File: src/rtl/key_debounce_4.sv
// -----------------------------------------------------------------------------
// key_debounce_4
//
// Four-channel pushbutton front end. Each raw key is brought into the clk
// domain through a two-flop synchroniser. It is then debounced by its own
// stability counter. The module also produces a one-cycle press pulse per
// channel and a held one-hot record of the most recent press.
//
// Parameters
//   STABLE_CYCLES : consecutive cycles the synchronised key must disagree with
//                   the debounced level before the level flips (>= 2).
//   CNT_W         : counter width, derived from STABLE_CYCLES; do not override.
//
// Ports
//   clk         in   system clock, rising edge
//   rst         in   synchronous active-high reset
//   key_in      in   [3:0] raw asynchronous key levels, 1 = pressed
//   key_level   out  [3:0] debounced key levels (feeds the encoder's A input)
//   key_press   out  [3:0] one-cycle pulse on each debounced 0->1 transition
//   key_latch   out  [3:0] one-hot copy of the most recent press, 0 until first
//   latch_valid out  1 once key_latch holds a press; cleared only by rst
//
// Timing: a key_in change captured at edge E shows on key_level at edge
// E+STABLE_CYCLES+1. key_press rises at that same edge. key_latch/latch_valid
// follow one edge later.
// -----------------------------------------------------------------------------
module key_debounce_4 #(
    parameter int STABLE_CYCLES = 1000000,
    parameter int CNT_W         = $clog2(STABLE_CYCLES)
) (
    input  logic       clk,
    input  logic       rst,
    input  logic [3:0] key_in,
    output logic [3:0] key_level,
    output logic [3:0] key_press,
    output logic [3:0] key_latch,
    output logic       latch_valid
);

    localparam int               NUM_KEYS = 4;
    // Terminal count: the level flips on the edge where the counter already
    // holds STABLE_CYCLES-1. That edge is the STABLE_CYCLES-th consecutive
    // edge seeing a difference.
    localparam logic [CNT_W-1:0] CNT_MAX  = CNT_W'(STABLE_CYCLES - 1);
    localparam logic [CNT_W-1:0] CNT_ONE  = CNT_W'(1);

    // -------------------------------------------------------------------------
    // Per-channel synchroniser + debouncer
    // -------------------------------------------------------------------------
    genvar gi;
    generate
        for (gi = 0; gi < NUM_KEYS; gi++) begin : g_chan
            logic             sync1_q;
            logic             sync2_q;
            logic [CNT_W-1:0] cnt_q;
            logic [CNT_W-1:0] cnt_d;
            logic             level_q;
            logic             level_d;
            logic             press_q;
            logic             press_d;

            // The counter behaves as a two-state machine. It is IDLE while
            // cnt_q == 0 and the input agrees with the level. It is COUNTING
            // while the input disagrees. Any agreement returns it to IDLE, so
            // a bounce always restarts the full window.
            always_comb begin
                cnt_d   = cnt_q;
                level_d = level_q;
                press_d = 1'b0;
                if (sync2_q == level_q) begin
                    cnt_d = '0;
                end else if (cnt_q == CNT_MAX) begin
                    level_d = sync2_q;
                    cnt_d   = '0;
                    // Pulse only on the rising debounced transition.
                    press_d = sync2_q;
                end else begin
                    cnt_d = cnt_q + CNT_ONE;
                end
            end

            always_ff @(posedge clk) begin
                if (rst) begin
                    sync1_q <= 1'b0;
                    sync2_q <= 1'b0;
                    cnt_q   <= '0;
                    level_q <= 1'b0;
                    press_q <= 1'b0;
                end else begin
                    sync1_q <= key_in[gi];
                    sync2_q <= sync1_q;
                    cnt_q   <= cnt_d;
                    level_q <= level_d;
                    press_q <= press_d;
                end
            end

            assign key_level[gi] = level_q;
            assign key_press[gi] = press_q;
        end
    endgenerate

    // -------------------------------------------------------------------------
    // Last-key-pressed register
    // -------------------------------------------------------------------------
    // Evaluated from the registered press pulses. The result therefore appears
    // one edge after key_press. When several channels press in the same cycle,
    // the highest index wins, so key_latch stays strictly one-hot for the
    // encoder.
    logic [3:0] latch_q;
    logic [3:0] latch_d;
    logic       valid_q;
    logic       valid_d;

    always_comb begin
        latch_d = latch_q;
        valid_d = valid_q;
        if (key_press != 4'b0000) begin
            valid_d = 1'b1;
            casez (key_press)
                4'b1???: latch_d = 4'b1000;
                4'b01??: latch_d = 4'b0100;
                4'b001?: latch_d = 4'b0010;
                default: latch_d = 4'b0001;
            endcase
        end
    end

    always_ff @(posedge clk) begin
        if (rst) begin
            latch_q <= 4'b0000;
            valid_q <= 1'b0;
        end else begin
            latch_q <= latch_d;
            valid_q <= valid_d;
        end
    end

    assign key_latch   = latch_q;
    assign latch_valid = valid_q;

endmodule
File: config.mk
export PLATFORM = sky130hd
export DESIGN_NAME = key_debounce_4
export DESIGN_NICKNAME = d
export VERILOG_FILES = /design/src/rtl/key_debounce_4.sv
export SDC_FILE = /design/constraint.sdc
export NUM_CORES = 1
export LEC_CHECK = 0
export CAP_MARGIN = 10
export CORE_MARGIN = 2
export CORE_UTILIZATION = 55
export CTS_CLUSTER_SIZE = 20
export DETAILED_ROUTE_END_ITERATION = 7
export DONT_BUFFER_PORTS = 1
export HOLD_SLACK_MARGIN = 0.06
export PLACE_DENSITY = 0.7
export SLEW_MARGIN = 20
export SYNTH_ARGS = -nofsm -noshare
export SYNTH_HDL_FRONTEND = slang
export SYNTH_SLANG_ARGS = --single-unit
File: constraint.sdc
create_clock -name clk -period 5.45 [get_ports clk]
set_clock_uncertainty 0.2 [all_clocks]
set_input_delay 0 -clock clk [delete_from_list [all_inputs] [get_ports clk]]
set_output_delay 0 -clock clk [all_outputs]
set_load 0.1 [all_outputs]
---- After elaboration in Yosys (flattened, before gate mapping) ----
Index checks and enable logic that the tools add are counted.
storage, ports and cells
  bits in registers ....................... 101
  input bits .............................. 6
  output and inout port bits .............. 13
  logic and storage cells ................. 58
operators by class
  add/sub/neg operators ................... 4
  eq/ne operators ......................... 10
  muxes and demuxes ....................... 1
  bitwise gates (word level) .............. 8
  reductions and logical operators ........ 13
operators with widths
  kind                                                                   number
  20-bit by 1-bit adder with 20-bit output, second input constant        4
  20-bit equality test, second input constant                            4
  3-bit OR reduction                                                     8
  4-bit case mux with 3 select lines                                     1
  1-bit inverter                                                         8
  2-bit AND reduction                                                    4
  1-bit equality test                                                    4
  4-bit nonzero test                                                     1
  3-bit by 1-bit equality test with 1-bit output, second input constant  1
  2-bit by 1-bit equality test with 1-bit output, second input constant  1

---- Depth between registers and ports, before layout ----
Gate-level depths: netlist of the first run.
  word-level depth ........................ 3
  mapped depth ............................ 6
  gate-level depth less buffers ........... 5

---- Worst setup path before layout of the first run ----
OpenSTA, ideal clock, no wires.
  kind .................................... flip-flop to flip-flop
  start point ............................. register g_chan[1].cnt_q[7]
  end point ............................... register g_chan[1].cnt_q[10]
  library setup time ...................... 115 ps
  arrival ................................. 1828 ps
  required time ........................... 5135 ps
  path slack .............................. 3308 ps
  cell stages (with the launch flop) ...... 6
  buffers on the path ..................... 1
  clock period less this slack ............ 2142 ps
  cells stage by stage .................... dfxtp_1 > or4b_1 > or4_4 > o21ai_4 > buf_6 > nor2_1
between the ends
  longest elaborated chain between the ends .. 2
  elaborated cells between the ends (all ways) .. 3
  those cells by class .................... add/sub: 1; eq/ne: 1; reduce/logical: 1
ends and longest elaborated chain
  what                                                                              line  text
  from (decl)                                                                       55    logic [CNT_W-1:0] cnt_q;
  from (signal assigned)                                                            92    cnt_q <= cnt_d;
  branches (longest 2 deep; another with 20-bit by 1-bit adder with 20-bit output)  n/a
Several ways; the timed one is not identified.
A chain may end at the register's enable or synchronous reset.

---- Worst setup path in the final report of the first run ----
  start point ............................. register g_chan[0].cnt_q[12]
  end point ............................... register g_chan[0].cnt_q[7]
between the ends
  longest elaborated chain between the ends .. 2
ends and longest elaborated chain
  what                          line  text
  from (decl)                   55
  from (signal assigned)        92
  20-bit equality test          72    end else if (cnt_q == CNT_MAX) begin
  3-bit OR reduction (no line)  n/a
No other way between the ends.

==> results of run 1 <==
-- final cells by class --
cell class / instances / area, sq um / share of cell area
inverter: 14 / 52.6 / 0.0112
tap: 102 / 128 / 0.0272
multi-input combinational: 368 / 2200 / 0.471
clock inverter: 7 / 81.3 / 0.0174
sequential: 101 / 2020 / 0.432
timing repair buffer: 8 / 72.6 / 0.0155
clock buffer: 9 / 124 / 0.0264
-- final timing paths --
path | to | cells past startpoint
max | g_chan[0].cnt_q[7]$_SDFF_PP0_ | 5
min reg2reg | g_chan[3].sync2_q$_SDFF_PP0_ | 1
max reg2reg | g_chan[0].cnt_q[7]$_SDFF_PP0_ | 5
min | g_chan[0].sync1_q$_SDFF_PP0_ | 2
-- where the power goes --
| part | total (mW) | leakage [nW] | switching (mW) | internal (mW) |
|---|---|---|---|---|
| Combinational | 0.0165 | 0.432 | 0.0100 | 0.00650 |
| Clock | 0.483 | 0.106 | 0.264 | 0.219 |
| Sequential | 0.743 | 0.815 | 0.00240 | 0.741 |
-- registers in the layout (all words and copies together), names as in the netlist --
name            cells
key_latch           4
g_chan.sync2_q      4
g_chan.sync1_q      4
g_chan.level_q      4
g_chan.press_q      4
latch_valid         1
g_chan.cnt_q       80
-- layout by cell type, fill, tap and decap left out, drive strengths merged --
cell,n
clkinv,4
nor2,60
nor2b,9
nor3b,2
clkbuf,9
a21oi,39
nor4bb,1
dfxtp,101
o31ai,12
nand3,31
or4,16
bufinv,1
nand2,29
or4bb,1
and4,4
o21bai,1
nand3b,1
o21ai,26
or2,1
dlygate4sd3,5
xnor2,32
and2,3
or3,25
nand4b,2
xor2,13
or4b,3
nand4,14
and3,13
ha,4
inv,16
nor3,9
buf,3
nor4b,4
nor4,13
-- critical path, cell delays in order, from the launching register on --
cell and delay (ps):
dfxtp_1 350, or4b_1 520, or4_4 570, o21ai_1 380, buf_4 290, nor2_1 70
-- cells by family (layout without fill, tap and decap cells) --
kind of cell    count (synthesis)  after routing  share of synthesized area
compound gates                 78             78                     0.0988
flops                         101            101                      0.460
fa+ha+maj                       4              4                     0.0114
simple gates                  241            241                      0.302
buf+inv                        34             38                     0.0382
xor+xnor                       45             45                     0.0897
-- routing by layer --
| layer | part of all wire | GRT usage |
|---|---|---|
| met5 | 0 | 0 |
| met3 | 0.044 | 0.0556 |
| met4 | 0.0086 | 0.0515 |
| met2 | 0.46 | 0.342 |
| met1 | 0.48 | 0.268 |
==> key figures, run 1 <==
Status
  – Status: finished clean

Setup path
  – CP startpoint: g_chan[0].cnt_q[12]$_SDFF_PP0_
  – Flop-to-flop setup slack: slightly below 3000 ps
  – Setup CP Type: register to register
  – Required time of the critical path: approximately 5500 ps
  – Type of destination of the critical path: register
  – Crit Path Max Fanout: 15
  – CP Launch Type: register
  – R2R Path Start: g_chan[0].cnt_q[12]$_SDFF_PP0_
  – Crit path arrival time: around 2500 ps

Clock network
  – CTS tree: done
  – CTS sink cnt: 101
  – CTS H-tree depth: 3
  – Root Buffer: clkbuf_8
  – CTS buffer count: 9
  – Post-CTS resize count: 0
  – Post-CTS setup buffers: 0
  – Clock-pin slew of the registers on the worst-case setup and hold paths: around 100 ps
  – Worst skew pair latency: roughly 360 ps
  – # hold bufs at CTS: 5
  – Max Buffers Root-to-Sink: 2

Global routing
  – Vias in the first global route: 3263
  – Global route overflow: 0
  – Tot GR Track Use: 0.207
  – Largest net degree at the start of global routing: 26
  – Initial antenna violation count: 0
  – First-pass GRT wire length: 14.6 mm

Synth
  – Synthesized flop and latch total: 101
  – Synth Warn #: 0
  – Seq/Total Area, Yosys: 0.460
  – Syn Inst Count: between 500 and 600
  – Most frequent cells after synthesis: dfxtp_1 (101), nor2_1 (60), a21oi_1 (39)
  – Top-area cell type share of the netlist area: 0.460
  – Count leader, synth: dfxtp_1
  – Mapped Area: approximately 4400 sq um
  – Async set-reset flop share out of synthesis: 0
  – Syn Area/Cell: roughly 8.7 sq um
  – Area contributors post-synth: dfxtp_1 (46%), xnor2_1 (6.4%), nor2_1 (5.1%)
  – Main synth FF type: dfxtp_1
  – Post-synth cell types: 38
  – Net Count, Synth: 513
  – Post-synth EDFFs: 0
  – Biggest area consumer among synthesized cells: dfxtp_1

Detailed routing
  – Drt via density: around 5.8
  – Routed Antenna Nets: 0
  – Wirelength, routed: roughly 8.4 mm
  – Drt pass-1 iters: 4
  – DR vias: 3507
  – WL per Instance: around 14 microns
  – DRC: 0
  – DRT iter0 DRCs: 91

Layout
  – Filler cells: 694
  – Final Util: 0.606
  – Layout cells sized above 1: 0.0513
  – Design Area, Final: 4680 sq um
  – Diodes inserted: 0
  – Fin cells: between 600 and 700
  – Nets@finish: approximately 510
  – Area grow syn2layout: 6.61%

Placed design
  – Placed inst area: roughly 4400 sq um
  – DP HPWL: about 5.7 mm
  – Placed insts: 588
  – Final GP Congestion: approximately 0.82
  – Count of input and output buffers: 0
  – Place WS: ~3000 ps

Floorplan
  – Num rows: 32
  – Initial Util: 0.569
  – Core Area: approximately 7700 sq um
  – Total die area: roughly 8700 sq um
  – Die height: roughly 93 microns
  – Boundary pin count: 19
  – Die width: between 90 and 100 microns

Timing
  – Peak Freq: 403 MHz
  – Final TNS setup: 0 ps
  – Fin. Hold Viols: 0
  – Worst hold margin: between 90 and 100 ps
  – RSZ-0062 raised after global routing: no
  – Period utilisation layout: 0.456
  – Worst slew margin: 0.262
  – PnR worst setup slack: between 2000 and 3000 ps
  – Max Slew Vio Count: 0
  – Slew @ Worst Pin: 1100 ps
  – Period minus WS final: about 2500 ps
  – Final setup viols: 0

Min path
  – Hold crit path type: primary input to register
  – Hold path start: key_in[0]

Pwr
  – PwrDens: roughly 270 nW/um^2
  – VDD IR-drop max: about 0.15 mV
  – P_leak: 1.35 nW
  – Power, Total: ~1.2 mW

Flow run
  – Max-Cap Viols: 0
No activity file was read; power rests on OpenSTA's default activity.
==> run 2: changes to the inputs <==
clock period = 2.46 ns   (was 5.45 ns; I/O delays follow)
==> key figures, run 2 (synthesized netlist as in run 1, its figures left out) <==
Timing
  – Fin. Hold Viols: 0 (unchanged)
  – Final setup viols: 0 (unchanged)
  – Worst slew margin: 0.396 (was 0.262)
  – Period minus WS final: 2250 ps (was 2480 ps)
  – Final TNS setup: 0 ps (unchanged)
  – Max Slew Vio Count: 0 (unchanged)
  – RSZ-0062 raised after global routing: no (unchanged)
  – Slew @ Worst Pin: 903 ps (was 1100 ps)
  – Peak Freq: 445 MHz (was 403 MHz)
  – Period utilisation layout: 0.913 (was 0.456)

Layout
  – Nets@finish: 530 (was 512)
  – Commonest non-fill, non-tap cell in the layout: dfxtp_1 (unchanged)
  – Most frequent cells in the layout: dfxtp_1 (101), nor2_1 (60), a21oi_1 (39) (unchanged)
  – Top reg by flops: g_chan.cnt_q (unchanged)
  – Max reg flops: 80 (unchanged)
  – Area grow syn2layout: 9.40% (was 6.61%)
  – Diodes inserted: 0 (unchanged)
  – Final Util: 0.622 (was 0.606)
  – Design Area, Final: 4810 sq um (was 4680 sq um)
  – Layout cells sized above 1: 0.0765 (was 0.0513)
  – Filler cells: 676 (was 694)

Clock network
  – CTS H-tree depth: 3 (unchanged)
  – Post-CTS resize count: 0 (unchanged)
  – # hold bufs at CTS: 5 (unchanged)
  – Worst skew pair latency: 350 ps (was 360 ps)
  – CTS sink cnt: 101 (unchanged)
  – CTS buffer count: 9 (unchanged)
  – Max Buffers Root-to-Sink: 2 (unchanged)
  – Root Buffer: clkbuf_8 (unchanged)
  – CTS tree: done (unchanged)
  – Post-CTS setup buffers: 0 (unchanged)
  – Clock-pin slew of the registers on the worst-case setup and hold paths: 90 ps (was 100 ps)

Setup path
  – Crit path arrival time: 2340 ps (was 2540 ps)
  – Required time of the critical path: 2550 ps (was 5500 ps)
  – Setup CP Type: register to register (unchanged)
  – Reg2reg end: g_chan[2].cnt_q[18]$_SDFF_PP0_ (was g_chan[0].cnt_q[7]$_SDFF_PP0_)
  – Flop-to-flop setup slack: 210 ps (was 2970 ps)
  – R2R depth: 5 (unchanged)
  – Crit Path Max Fanout: 6 (was 15)
  – CP Launch Type: register (unchanged)
  – R2R Path Start: g_chan[2].cnt_q[0]$_SDFF_PP0_ (was g_chan[0].cnt_q[12]$_SDFF_PP0_)
  – Type of destination of the critical path: register (unchanged)

Placed design
  – Placed inst area: 4580 sq um (was 4430 sq um)
  – Final GP Congestion: 0.843 (was 0.818)
  – DP HPWL: 5.74 mm (was 5.70 mm)
  – Count of input and output buffers: 0 (unchanged)

Floorplan
  – Core Area: 7730 sq um (unchanged)
  – Total die area: 8720 sq um (unchanged)
  – Num rows: 32 (unchanged)
  – Die height: 93.4 microns (unchanged)
  – Initial Util: 0.569 (unchanged)
  – Die width: 93.4 microns (unchanged)
  – Boundary pin count: 19 (unchanged)

Global routing
  – Vias in the first global route: 3285 (was 3263)
  – Global route overflow: 0 (unchanged)
  – First-pass GRT wire length: 14.6 mm (about the same)
  – Tot GR Track Use: 0.204 (was 0.207)
  – Largest net degree at the start of global routing: 26 (unchanged)
  – Initial antenna violation count: 0 (unchanged)

Flow run
  – Max-Cap Viols: 0 (unchanged)

Pwr
  – P_leak: 1.44 nW (was 1.35 nW)
  – VDD IR-drop max: 0.314 mV (was 0.149 mV)
  – PwrDens: 560 nW/um^2 (was 265 nW/um^2)

Min path
  – Hold path start: key_in[3] (was key_in[0])
  – Hold crit path type: primary input to register (unchanged)
  – Hold path cells: 2 (unchanged)
  – Hold EP: g_chan[3].sync1_q$_SDFF_PP0_ (was g_chan[0].sync1_q$_SDFF_PP0_)

Detailed routing
  – DR vias: 3482 (was 3507)
  – WL per Instance: 12.9 microns (was 13.7 microns)
  – DRT iter0 DRCs: 73 (was 91)
  – Wirelength, routed: 8.05 mm (was 8.36 mm)
  – Drt via density: 5.57 (was 5.76)
  – DRC: 0 (unchanged)
  – Routed Antenna Nets: 0 (unchanged)
  – Drt pass-1 iters: 4 (unchanged)

Status
  – Status: finished clean (unchanged)
run 2: stage by stage:
stage          worst slack, ps  instances  hold WS (ps)  power (mW)
5_1_grt                    128        625          90.9        2.79
3_3_place_gp               289        606          -124        1.71
6_report                   214        625          97.8        2.69
2_1_floorplan              318        503         -71.8        1.71
4_1_cts                    218        625          89.1        2.72
3_5_place_dp               240        606          -123        1.71
run 2: cell type report:
cell class | instances | area [sq um] | share of cell area
multi-input cells | 368 | 2200 | 0.459
flip-flops and latches | 101 | 2020 | 0.421
repair buffers | 26 | 220 | 0.0458
clock buffers | 12 | 145 | 0.0302
well taps | 102 | 128 | 0.0265
inverters | 14 | 52.6 | 0.0109
clock inverters | 2 | 35.0 | 0.00729
run 2: where the power goes:
| part | internal [mW] | switching [mW] |
|---|---|---|
| combinational | 0.0176 | 0.0223 |
| clock | 0.487 | 0.518 |
| sequential | 1.64 | 0.00475 |
| total | 2.15 | 0.545 |
run 2: critical path, stage by stage, from the launching register on:
cell	delay (ps)
dfxtp_1	410
ha_1	250
nand2_1	150
or4_4	570
or4_1	480
a21oi_1	140
run 2: routing by layer:
| layer | vias up | GRT usage | part of all wire |
|---|---|---|---|
| met1 | 1599 | 0.272 | 0.49 |
| li1 | 1822 | - | - |
| met2 | 49 | 0.333 | 0.46 |
| met5 | - | 0 | 0 |
| met3 | 12 | 0.0314 | 0.028 |
| met4 | 0 | 0.0784 | 0.015 |
run 2: worst max path at each step:
stage                              startpoint                             end  slack [ps]  cells after the start
2_1_floorplan   g_chan[1].cnt_q[7]$_SDFF_PP0_  g_chan[1].cnt_q[11]$_SDFF_PP0_         320                      5
3_3_place_gp   g_chan[0].cnt_q[12]$_SDFF_PP0_  g_chan[0].cnt_q[11]$_SDFF_PP0_         290                      5
3_5_place_dp    g_chan[2].cnt_q[0]$_SDFF_PP0_  g_chan[2].cnt_q[18]$_SDFF_PP0_         240                      5
4_1_cts         g_chan[2].cnt_q[0]$_SDFF_PP0_  g_chan[2].cnt_q[18]$_SDFF_PP0_         220                      5
5_1_grt        g_chan[0].cnt_q[12]$_SDFF_PP0_  g_chan[0].cnt_q[16]$_SDFF_PP0_         130                      5
6_report        g_chan[2].cnt_q[0]$_SDFF_PP0_  g_chan[2].cnt_q[18]$_SDFF_PP0_         210                      5
